File: config.mk
export PLATFORM = sky130hd
export DESIGN_NAME = mem_arbiter
export DESIGN_NICKNAME = d
export VERILOG_FILES = /design/src/rtl/mem_arbiter.sv
export SDC_FILE = /design/constraint.sdc
export NUM_CORES = 1
export LEC_CHECK = 0
export BUFFER_PORTS_ARGS = -buffer_cell sky130_fd_sc_hd__buf_2
export CELL_PAD_IN_SITES_DETAIL_PLACEMENT = 1
export CELL_PAD_IN_SITES_GLOBAL_PLACEMENT = 2
export CORE_MARGIN = 3
export CORE_UTILIZATION = 24
export DETAILED_ROUTE_END_ITERATION = 16
export GPL_TIMING_DRIVEN = 0
export PLACE_DENSITY_LB_ADDON = 0.1
export SLEW_MARGIN = 10
export SYNTH_ARGS = -nofsm -noshare
export SYNTH_HDL_FRONTEND = slang
export SYNTH_SLANG_ARGS = --single-unit
File: constraint.sdc
create_clock -name clk_i -period 3.35 [get_ports clk_i]
set_input_delay 0.1675 -clock clk_i [delete_from_list [all_inputs] [get_ports clk_i]]
set_output_delay 0.1675 -clock clk_i [all_outputs]
set_load 0.01 [all_outputs]
File: src/rtl/mem_arbiter.sv
// Round-robin arbiter sharing one unified memory between the core (port 0)
// and a DMA/loader engine (port 1), with wait-state tolerance and ack timeout.
module mem_arbiter #(
    parameter int AW      = 32,
    parameter int DW      = 32,
    parameter int TIMEOUT = 15
) (
    input  logic            clk_i,
    input  logic            reset_n_i,
    input  logic            req0_i,
    input  logic            req1_i,
    input  logic            we0_i,
    input  logic            we1_i,
    input  logic [AW-1:0]   addr0_i,
    input  logic [AW-1:0]   addr1_i,
    input  logic [DW-1:0]   wdata0_i,
    input  logic [DW-1:0]   wdata1_i,
    input  logic [DW/8-1:0] wmask0_i,
    input  logic [DW/8-1:0] wmask1_i,
    output logic            done0_o,
    output logic            done1_o,
    output logic            err0_o,
    output logic            err1_o,
    output logic [DW-1:0]   rdata0_o,
    output logic [DW-1:0]   rdata1_o,
    output logic            mem_req_o,
    output logic            mem_we_o,
    output logic [AW-1:0]   mem_addr_o,
    output logic [DW-1:0]   mem_wdata_o,
    output logic [DW/8-1:0] mem_wmask_o,
    input  logic [DW-1:0]   mem_rdata_i,
    input  logic            mem_ack_i
);

    typedef enum logic [1:0] {
        S_IDLE  = 2'd0,
        S_GRANT = 2'd1,
        S_DONE  = 2'd2
    } state_t;

    localparam logic [7:0] TO_LAST = 8'(TIMEOUT - 1);

    state_t          state_q, state_d;
    logic            owner_q, owner_d;
    logic            last_q, last_d;
    logic [7:0]      cnt_q, cnt_d;
    logic            err_q, err_d;

    logic            pick;
    logic            capture;
    logic [DW-1:0]   capture_val;
    logic            sel_we;
    logic [AW-1:0]   sel_addr;
    logic [DW-1:0]   sel_wdata;
    logic [DW/8-1:0] sel_wmask;
    logic [1:0]      done_v;
    logic [1:0]      err_v;

    // On a tie the port that did not win last time gets the grant.
    assign pick = (req0_i && req1_i) ? ~last_q : req1_i;

    assign sel_we    = owner_q ? we1_i    : we0_i;
    assign sel_addr  = owner_q ? addr1_i  : addr0_i;
    assign sel_wdata = owner_q ? wdata1_i : wdata0_i;
    assign sel_wmask = owner_q ? wmask1_i : wmask0_i;

    always_ff @(posedge clk_i or negedge reset_n_i) begin
        if (!reset_n_i) begin
            state_q <= S_IDLE;
            owner_q <= 1'b0;
            last_q  <= 1'b1;
            cnt_q   <= 8'd0;
            err_q   <= 1'b0;
        end else begin
            state_q <= state_d;
            owner_q <= owner_d;
            last_q  <= last_d;
            cnt_q   <= cnt_d;
            err_q   <= err_d;
        end
    end

    always_comb begin
        state_d     = state_q;
        owner_d     = owner_q;
        last_d      = last_q;
        cnt_d       = cnt_q;
        err_d       = err_q;
        capture     = 1'b0;
        capture_val = '0;
        case (state_q)
            S_IDLE: begin
                if (req0_i || req1_i) begin
                    owner_d = pick;
                    last_d  = pick;
                    cnt_d   = 8'd0;
                    state_d = S_GRANT;
                end
            end
            S_GRANT: begin
                // An ack in the final allowed cycle still beats the timeout.
                if (mem_ack_i) begin
                    capture     = 1'b1;
                    capture_val = sel_we ? '0 : mem_rdata_i;
                    err_d       = 1'b0;
                    state_d     = S_DONE;
                end else if (cnt_q == TO_LAST) begin
                    capture     = 1'b1;
                    capture_val = '0;
                    err_d       = 1'b1;
                    state_d     = S_DONE;
                end else begin
                    cnt_d = cnt_q + 8'd1;
                end
            end
            S_DONE: begin
                state_d = S_IDLE;
            end
            default: begin
                state_d = S_IDLE;
            end
        endcase
    end

    for (genvar gi = 0; gi < 2; gi++) begin : g_port
        logic [DW-1:0] rdata_q;

        always_ff @(posedge clk_i or negedge reset_n_i) begin
            if (!reset_n_i) begin
                rdata_q <= '0;
            end else if (capture && (owner_q == 1'(gi))) begin
                rdata_q <= capture_val;
            end
        end

        assign done_v[gi] = (state_q == S_DONE) && (owner_q == 1'(gi));
        assign err_v[gi]  = done_v[gi] && err_q;
    end

    assign done0_o  = done_v[0];
    assign done1_o  = done_v[1];
    assign err0_o   = err_v[0];
    assign err1_o   = err_v[1];
    assign rdata0_o = g_port[0].rdata_q;
    assign rdata1_o = g_port[1].rdata_q;

    assign mem_req_o   = (state_q == S_GRANT);
    assign mem_we_o    = mem_req_o && sel_we;
    assign mem_addr_o  = mem_req_o ? sel_addr  : '0;
    assign mem_wdata_o = mem_req_o ? sel_wdata : '0;
    assign mem_wmask_o = mem_req_o ? sel_wmask : '0;

endmodule

==> results.json, run 1 <==
{
  "p_comb_share_pct": 53.4,
  "critPathArrivalTime_ns": 2.10,
  "peakVddDrop_v": 0.000250,
  "root_buffer": "clkbuf_16",
  "slew_headroom_pct": 66.4,
  "overflow": 0,
  "drt_first_pass_iters": 4,
  "r2r-start": "cnt_q[0]",
  "drt_iter0_markers": 94,
  "ys_async_sr_fraction_pct": 100,
  "fmax_mhz": 440,
  "max_cap_viol_count": 0,
  "syn_inst": 370,
  "path_buf_inv": 4,
  "synthFlopType": "dfrtp_1",
  "min_path_type": "input port to flop",
  "cts_tree": "done",
  "critPathKind": "flop to output port",
  "cts_buffers": 9,
  "drive_gt1_share_pct": 51.7,
  "syn_area_mm2": 0.00410,
  "drt_wl_total_mm": 17.8,
  "switching_share_pct": 41.5,
  "cp_max_fo": 10,
  "timing.final.crit_period_ns": 2.27,
  "setup_viol_count_final": 0,
  "r2r_setup_slack_ns": 1.35,
  "cp_top_family": "buffers and inverters",
  "power_frac_clock_pct": 17.9,
  "yosysSeqAreaShare_pct": 47.1,
  "drc": 0,
  "skew_ns": 0.00519,
  "ys_types": 39,
  "hold_viol": 0,
  "grt_setup_unrepaired": "false",
  "synth_area_per_cell_um2": 11.1,
  "core_area_mm2": 0.0166,
  "die_area_mm2": 0.0187,
  "crit_top_cell": "clkbuf_1",
  "antenna_found_initial": 6,
  "cp.required_ns": 3.18,
  "cts.sinks": 77,
  "hpwl_mm": 14.8,
  "worst_pin_slew_ns": 0.504,
  "drtAntennaViolNets": 0,
  "portBuffers": 312,
  "grt_max_degree": 47,
  "p_leak_nw": 3.61,
  "grt_pass1_vias": 4679,
  "yosys_warnings": 0,
  "std_cell_rows": 47,
  "layout_commonest_cell": "buf_2",
  "hold_ws_ns": 0.0415,
  "grt_usage_pct": 18.5,
  "synth-seq-cells": 77,
  "boundaryPins": 313,
  "clockBufferDepth": 2,
  "period_share_pct": 67.8,
  "synth.net_count": 547,
  "regArea_mm2": 0.00193,
  "seqPwrFrac_pct": 28.7,
  "setup-tns-final_ns": 0,
  "slowest_delay_ns": 0.41,
  "outcome": "completed",
  "die_x_um": 137,
  "cp_cell_sequence": "nand2b_1 > buf_6 > clkbuf_1 > clkbuf_1 > nor2_1 > buf_2",
  "final_cell_mix": "buf_2, dfrtp_1, nor2_1, mux2i_1, a22o_1",
  "p_int_mw": 3.20,
  "synth_edf_count": 0,
  "ctsResizeCount": 0,
  "worstHoldStart": "req0_i",
  "cpMaxStageDelayCell": "clkbuf_1",
  "place_congestion": 0.807,
  "critPathLaunchType": "flop",
  "die_h_um": 137,
  "power.total_mw": 5.47,
  "htreeDepth": 3,
  "nNetsFinal": 872,
  "finalMaxSlewViolations": 0,
  "multiInputGateArea_mm2": 0.00196,
  "crit_path_start": "state_q[1]",
  "wl_per_cell_um": 19.3,
  "crit_path_end_kind": "output port",
  "syn_to_final_growth_pct": 53.5,
  "power.switching_mw": 2.27,
  "insertion_delay_ns": 0.33,
  "grt_pass1_wl_mm": 26.4,
  "clk_pin_slew_ns": 0.06,
  "fill_cells": 1984,
  "start_util_pct": 24.6,
  "power_density_mw_per_mm2": 870,
  "utilization_pct": 37.8,
  "vias_per_cell": 4.62,
  "vias": 4273
}
[per-stage QoR]
stage	area, µm²	setup slack, ns	instances
after floorplan	4100	1.57	370
after global placement	5930	1.37	902
after detailed placement	5960	1.33	903
after CTS	6270	0.984	920
after global routing	6280	0.862	924
final	6290	1.08	925
[synthesized netlist by cell type (2+ instances only)]
master	count	area [µm²]
clkbuf_1	8	30.0
nand2_1	4	15.0
buf_2	11	55.1
and3_1	2	12.5
dfrtp_1	76	1900
buf_6	7	78.8
nor2_1	73	274
mux2i_1	69	691
buf_4	3	22.5
nand2b_1	2	12.5
o21ai_0	3	15.0
a21oi_1	7	35.0
and2_1	3	18.8
nor3b_1	2	15.0
a41oi_1	2	17.5
o21ai_2	2	17.5
a31oi_1	5	31.3
ha_1	2	25.0
a22o_1	65	569
nand3_1	4	20.0
inv_1	2	7.51
[cells by family after synthesis]
logic type                 count (synthesis)  synth area share [%]
DFF                                       77                  47.1
muxes                                     70                  17.2
adders and majority gates                  2                 0.611
AOI/OAI and AO/OA                         89                  18.0
buffers and inverters                     32                  5.01
and+or+nand+nor                          100                  12.1
[worst paths after layout]
path,endpoint,depth (start not counted)
setup / recovery,mem_wdata_o[30],6
hold / removal,last_q,2
setup reg to reg,rdata0_o[28],7
hold reg to reg,cnt_q[7],1
max in group asynchronous,last_q,3
min in group asynchronous,rdata0_o[8],2
[metal layers]
metal	share of wire, %	vias to the layer above	track usage (%)	wire length, µm
met1	36	2050	19.5	6420
met2	52	188	33.6	9270
li1	-	2017	-	-
met3	11	16	7.65	1880
met4	1.4	2	5.15	252
met5	0.073	-	0	13
[state kept, by name (all words and copies together) (netlist names)]
name,flops
rdata1_o,32
last_q,1
err_q,1
cnt_q,8
rdata0_o,32
owner_q,1
state_q,2
[power groups by stage]
stage	combinational (mW)	sequential [mW]	clock [mW]
after floorplan	1.57	1.72	0
after global placement	2.94	1.57	0
after detailed placement	2.98	1.58	0
after CTS	3.00	1.57	1.01
after global routing	3.20	1.62	1.06
final	2.92	1.57	0.981
[repair_timing]
item                                   CTS  global route
setup buffers                            0             0
hold buffers                             1             0
endpoints found under the hold margin   31             0
[area by class of cell]
type,count,share of cell area [%]
sequential,77,30.7
buffer,29,2.97
clock buffer,10,3.64
antenna,5,0.199
clock inverter,6,1.15
inverter,3,0.299
timing repair buffer,314,25.5
multi-input combinational,261,31.2
tap,220,4.38
Note: power is estimated with default switching activity, not from simulation.
==> inputs of run 2 (changes only) <==
- ABC_AREA: default -> 1
- CORE_UTILIZATION: 24 -> 21
- clock period: 3.35 -> 2.4 ns (I/O delays scaled with it)
==> run 2 against run 1 <==
Sequential power rose by 22%. Utilization shrank 5.6 points. Critical path type unchanged. Final area is 13% higher.
==> results.json, run 2 <==
{
  "die_area_mm2": 0.0247,
  "synthFlopType": "dfrtp_1",
  "cts_setup_buffers": 0,
  "die_h_um": 157,
  "synth_top_area_share_pct": 39.7,
  "netlist_top_cells_area": "dfrtp_1, nand2_1, nand4_1, a21oi_1, nor2_1",
  "vias_per_cell": 4.58,
  "htreeDepth": 3,
  "slowest_delay_ns": 0.52,
  "dp_slack_ns": 0.422,
  "vias": 6007,
  "cts_tree": "done",
  "synth.net_count": 873,
  "drive_gt1_share_pct": 36.3,
  "crit_top_cell": "buf_2",
  "die_x_um": 157,
  "wl_per_cell_um": 18.9,
  "overflow": 0,
  "final_cell_mix": "buf_2, nand2_1, nand4_1, dfrtp_1, a21oi_1",
  "syn_area_mm2": 0.00480,
  "hold_viol": 0,
  "cts.sinks": 77,
  "std_cell_rows": 54,
  "crit_path_end_kind": "output port",
  "p_leak_nw": 4.06,
  "core_area_mm2": 0.0222,
  "slew_headroom_pct": 58.7,
  "cp_top_family": "buffers and inverters",
  "synth_area_per_cell_um2": 6.89,
  "finalMaxSlewViolations": 0,
  "min_path_type": "input port to flop",
  "cp_cell_sequence": "buf_2 > buf_2 > buf_1 > nor3_1 > buf_2",
  "fmax_mhz": 450,
  "yosys-top-cells-count": "nand2_1, nand4_1, dfrtp_1, a21oi_1, nor2_1",
  "clockBufferDepth": 2,
  "worstHoldStart": "req1_i",
  "max_cap_viol_count": 0,
  "crit_path_start": "owner_q",
  "hpwl_mm": 20.2,
  "critPathLaunchType": "flop",
  "grt_max_degree": 46,
  "cpMaxStageDelayCell": "buf_1",
  "antenna_found_initial": 6,
  "syn_to_final_growth_pct": 48.4,
  "setup_viol_count_final": 0,
  "peakVddDrop_v": 0.000462,
  "cp_max_fo": 10,
  "path_buf_inv": 4,
  "clk_pin_slew_ns": 0.06,
  "grt_pass1_wl_mm": 36.8,
  "root_buffer": "clkbuf_16",
  "period_share_pct": 92.6,
  "drt_wl_total_mm": 24.8,
  "critPathArrivalTime_ns": 2.10,
  "synth-seq-cells": 77,
  "portBuffers": 311,
  "start_util_pct": 21.6,
  "yosys_warnings": 0,
  "synth_top_cell_by_area": "dfrtp_1",
  "critPathKind": "flop to output port",
  "insertion_delay_ns": 0.35,
  "timing.final.crit_period_ns": 2.22,
  "syn_inst": 696,
  "power_density_mw_per_mm2": 1120,
  "nNetsFinal": 1197,
  "cts_buffers": 9,
  "drc": 0,
  "fin_ws_ns": 0.177,
  "fill_cells": 2926,
  "r2r-start": "owner_q",
  "worst_pin_slew_ns": 0.619,
  "cp.required_ns": 2.28,
  "drtAntennaViolNets": 0,
  "grt_usage_pct": 19.5,
  "ys_types": 23,
  "grt_pass1_vias": 6296,
  "synth.most_common_cell": "nand2_1",
  "synth_edf_count": 0,
  "setup-tns-final_ns": 0,
  "place_congestion": 0.790,
  "layout_commonest_cell": "buf_2",
  "yosysSeqAreaShare_pct": 40.2,
  "ys_async_sr_fraction_pct": 100,
  "skew_ns": 0.00469,
  "grt_setup_unrepaired": "false",
  "outcome": "completed",
  "drt_iter0_markers": 232,
  "boundaryPins": 313,
  "drt_first_pass_iters": 4
}
## run 2: cell count changes after synthesis, sizes merged, moves of 4 or more
cell    delta
buf       +15
nor2      -24
a21oi     +65
mux2i     -69
a31oi      -5
nand2    +297
inv        +4
nand3      +7
nand4     +95
clkbuf    +22
a22o      -65
## run 2: final cells by class
type / count / area [µm²] / area share, %
plain buffers: 66 / 363 / 5.10
inverters: 7 / 26.3 / 0.369
diodes: 6 / 15.0 / 0.211
flip-flops and latches: 77 / 1930 / 27.1
clock buffers: 11 / 253 / 3.55
well taps: 280 / 350 / 4.92
repair buffers: 313 / 1600 / 22.4
multi-input cells: 546 / 2480 / 34.9
clock inverters: 5 / 106 / 1.49
## run 2: repair_timing
| item | in CTS | in global routing |
|---|---|---|
| hold buffers | 1 | 0 |
| endpoints found under the setup margin | 0 | 20 |
| gates resized for setup | 0 | 4 |
| hold endpoints to repair | 31 | 0 |
## run 2: cell families after synthesis
family	Yosys count	synth area share, %
AOI/OAI and AO/OA	79	8.90
and+or+nand+nor	464	42.1
buffers and inverters	73	8.06
xor gates and xnor gates	1	0.183
adders and majority gates	2	0.522
DFF	77	40.2
## run 2: worst min-delay path, stage by stage
cell,delay [ns]
buf_2,0.11
nand3_1,0.10
nand2_1,0.06
## run 2: worst paths after layout
kind / to / slack [ns] / cells after the start
min in group asynchronous: rdata1_o[9] / 0.28 / 2
setup / recovery: done0_o / 0.18 / 5
max in group asynchronous: rdata0_o[27] / 1.52 / 3
hold reg to reg: rdata0_o[7] / 0.46 / 2
hold / removal: last_q / 0.05 / 3
setup reg to reg: rdata0_o[17] / 0.54 / 6
## run 2: routing by layer
| metal | GRT usage (%) | routed length, µm | vias to the layer above |
|---|---|---|---|
| met1 | 22.5 | 9760 | 2780 |
| li1 | - | - | 2992 |
| met3 | 5.77 | 1920 | 31 |
| met5 | 0 | 0 | - |
| met2 | 33.7 | 12400 | 204 |
| met4 | 8.22 | 685 | 0 |
## run 2: per-stage QoR
step                area, µm²  power [mW]  util (%)  hold WS, ns  instances
global placement         6700        6.46      30.2        0.407       1287
global route             7120        8.72      32.1       0.0646       1311
floorplan                4800        4.42         -       -0.176        696
CTS                      7100        8.18      32.0       0.0378       1305
finish                   7120        8.00      32.1       0.0542       1311
detailed placement       6730        6.47      30.4        0.113       1288
## run 2: power by group
group / total, mW / switching (mW) / leakage [nW] / internal, mW
clock network: 1.66 / 0.582 / 0.172 / 1.08
registers: 1.92 / 0.225 / 1.05 / 1.70
logic: 4.42 / 3.04 / 2.84 / 1.38
total: 8.00 / 3.85 / 4.06 / 4.15
==> inputs of run 3 (changes only) <==
- RECOVER_POWER: default -> 50
- clock period: 2.4 -> 2.3 ns (I/O delays scaled with it)
==> run 3 against run 2 <==
Power is 3.2% higher. Setup slack got worse by 0.013 ns. First-iteration DRC count rose by 7.8%. Combinational power up 2%. Highest routed layer unchanged.
==> results.json, run 3 (synthesis results as in run 2) <==
{
  "drt_first_pass_iters": 5,
  "crit_path_end_kind": "output port",
  "layout_commonest_cell": "nand2_1",
  "start_util_pct": 21.6,
  "final_cells": 1311,
  "insertion_delay_ns": 0.35,
  "peakVddDrop_v": 0.000485,
  "grt_pass1_wl_mm": 36.8,
  "cts_buffers": 9,
  "critPathKind": "flop to output port",
  "p_int_mw": 4.23,
  "portBuffers": 311,
  "grt_pass1_vias": 6296,
  "drt_iter0_markers": 250,
  "setup_viol_count_final": 0,
  "hpwl_mm": 20.2,
  "drc": 0,
  "period_share_pct": 92.9,
  "fmax_mhz": 468,
  "vias": 6006,
  "boundaryPins": 313,
  "clockBufferDepth": 2,
  "cts.sinks": 77,
  "seqPwrFrac_pct": 24.4,
  "drtAntennaViolNets": 0,
  "root_buffer": "clkbuf_16",
  "power.switching_mw": 4.03,
  "nNetsFinal": 1197,
  "clk_pin_slew_ns": 0.06,
  "cp.required_ns": 2.18,
  "p_leak_nw": 3.79,
  "place_congestion": 0.790,
  "cp_max_fo": 10,
  "wl_per_cell_um": 18.9,
  "hold_ws_ns": 0.0399,
  "htreeDepth": 3,
  "min_path_type": "input port to flop",
  "power_density_mw_per_mm2": 1180,
  "power_frac_clock_pct": 21.0,
  "antenna_found_initial": 6,
  "syn_to_final_growth_pct": 46.3,
  "std_cell_rows": 54,
  "grt_max_degree": 46,
  "p_comb_share_pct": 54.6,
  "power.total_mw": 8.26,
  "grt_usage_pct": 19.5,
  "cts_tree": "done",
  "die_h_um": 157,
  "core_area_mm2": 0.0222,
  "die_x_um": 157,
  "grt_setup_unrepaired": "false",
  "vias_per_cell": 4.58,
  "worst_pin_slew_ns": 1.10,
  "finalMaxSlewViolations": 0,
  "die_area_mm2": 0.0247,
  "outcome": "completed",
  "timing.final.crit_period_ns": 2.14,
  "drt_wl_total_mm": 24.8,
  "overflow": 0,
  "setup-tns-final_ns": 0,
  "switching_share_pct": 48.8,
  "slew_headroom_pct": 25.8,
  "drive_gt1_share_pct": 30.1,
  "max_cap_viol_count": 0,
  "numPlacedInstances": 1288,
  "skew_ns": 0.00395,
  "critPathArrivalTime_ns": 2.02,
  "hold_viol": 0,
  "final_cell_mix": "nand2_1, buf_2, nand4_1, clkbuf_1, dfrtp_1",
  "critPathLaunchType": "flop"
}
==> run 3: worst paths after layout <==
kind,from,endpoint,slack [ns],depth (start not counted)
max reg2reg,state_q[0],cnt_q[0],0.35,7
max in group asynchronous,reset_n_i,rdata1_o[29],0.66,3
max,owner_q,mem_wdata_o[25],0.16,7
min,req1_i,last_q,0.04,3
min in group asynchronous,reset_n_i,rdata1_o[9],0.42,2
min reg2reg,rdata0_o[7],rdata0_o[7],0.47,2
==> run 3: timing repair <==
item,in CTS,in global routing
gates resized for setup,3,9
pin swaps,0,0
endpoints found under the setup margin,21,24
hold endpoints to repair,31,0
hold buffers,1,0
buffers inserted,0,0
==> run 3: worst max-delay path, cell delays in order (launching register included) <==
cell and delay [ns]:
dfrtp_1 0.36, buf_2 0.18, inv_2 0.14, clkbuf_4 0.29
buf_2 0.28, nand2_1 0.08, a21oi_1 0.16, buf_2 0.19
==> run 3: cell type report <==
cell class,count,area [µm²]
Fill cell,2936,15100
Multi-Input combinational cell,546,2480
Sequential cell,77,1930
Timing Repair Buffer,313,1490
Buffer,66,367
Tap cell,280,350
Clock buffer,11,253
Clock inverter,5,106
Inverter,7,26.3
Antenna cell,6,15.0
==> run 3: layer usage <==
layer	vias up	global-route usage [%]	wire [µm]	share of wire, %
met2	201	33.7	12400	50
met4	0	8.22	826	3.3
li1	2983	-	-	-
met5	-	0	0	0
met3	32	5.77	1740	7.0
met1	2790	22.5	9800	40
==> run 3: metrics by stage <==
stage	util [%]	setup slack, ns	area (µm²)
6_report	31.7	0.163	7020
5_1_grt	31.7	0.00357	7020
4_1_cts	32.1	0.0364	7110
3_5_place_dp	30.4	0.327	6730
3_3_place_gp	30.2	0.303	6700
2_1_floorplan	-	0.789	4800
==> run 3: power groups by stage <==
stage / Combinational, mW / Sequential (mW) / Clock, mW
global placement: 4.72 / 2.03 / 0
floorplan: 2.44 / 2.18 / 0
CTS: 4.74 / 2.01 / 1.78
global route: 5.09 / 2.07 / 1.84
detailed placement: 4.72 / 2.03 / 0
finish: 4.51 / 2.02 / 1.73
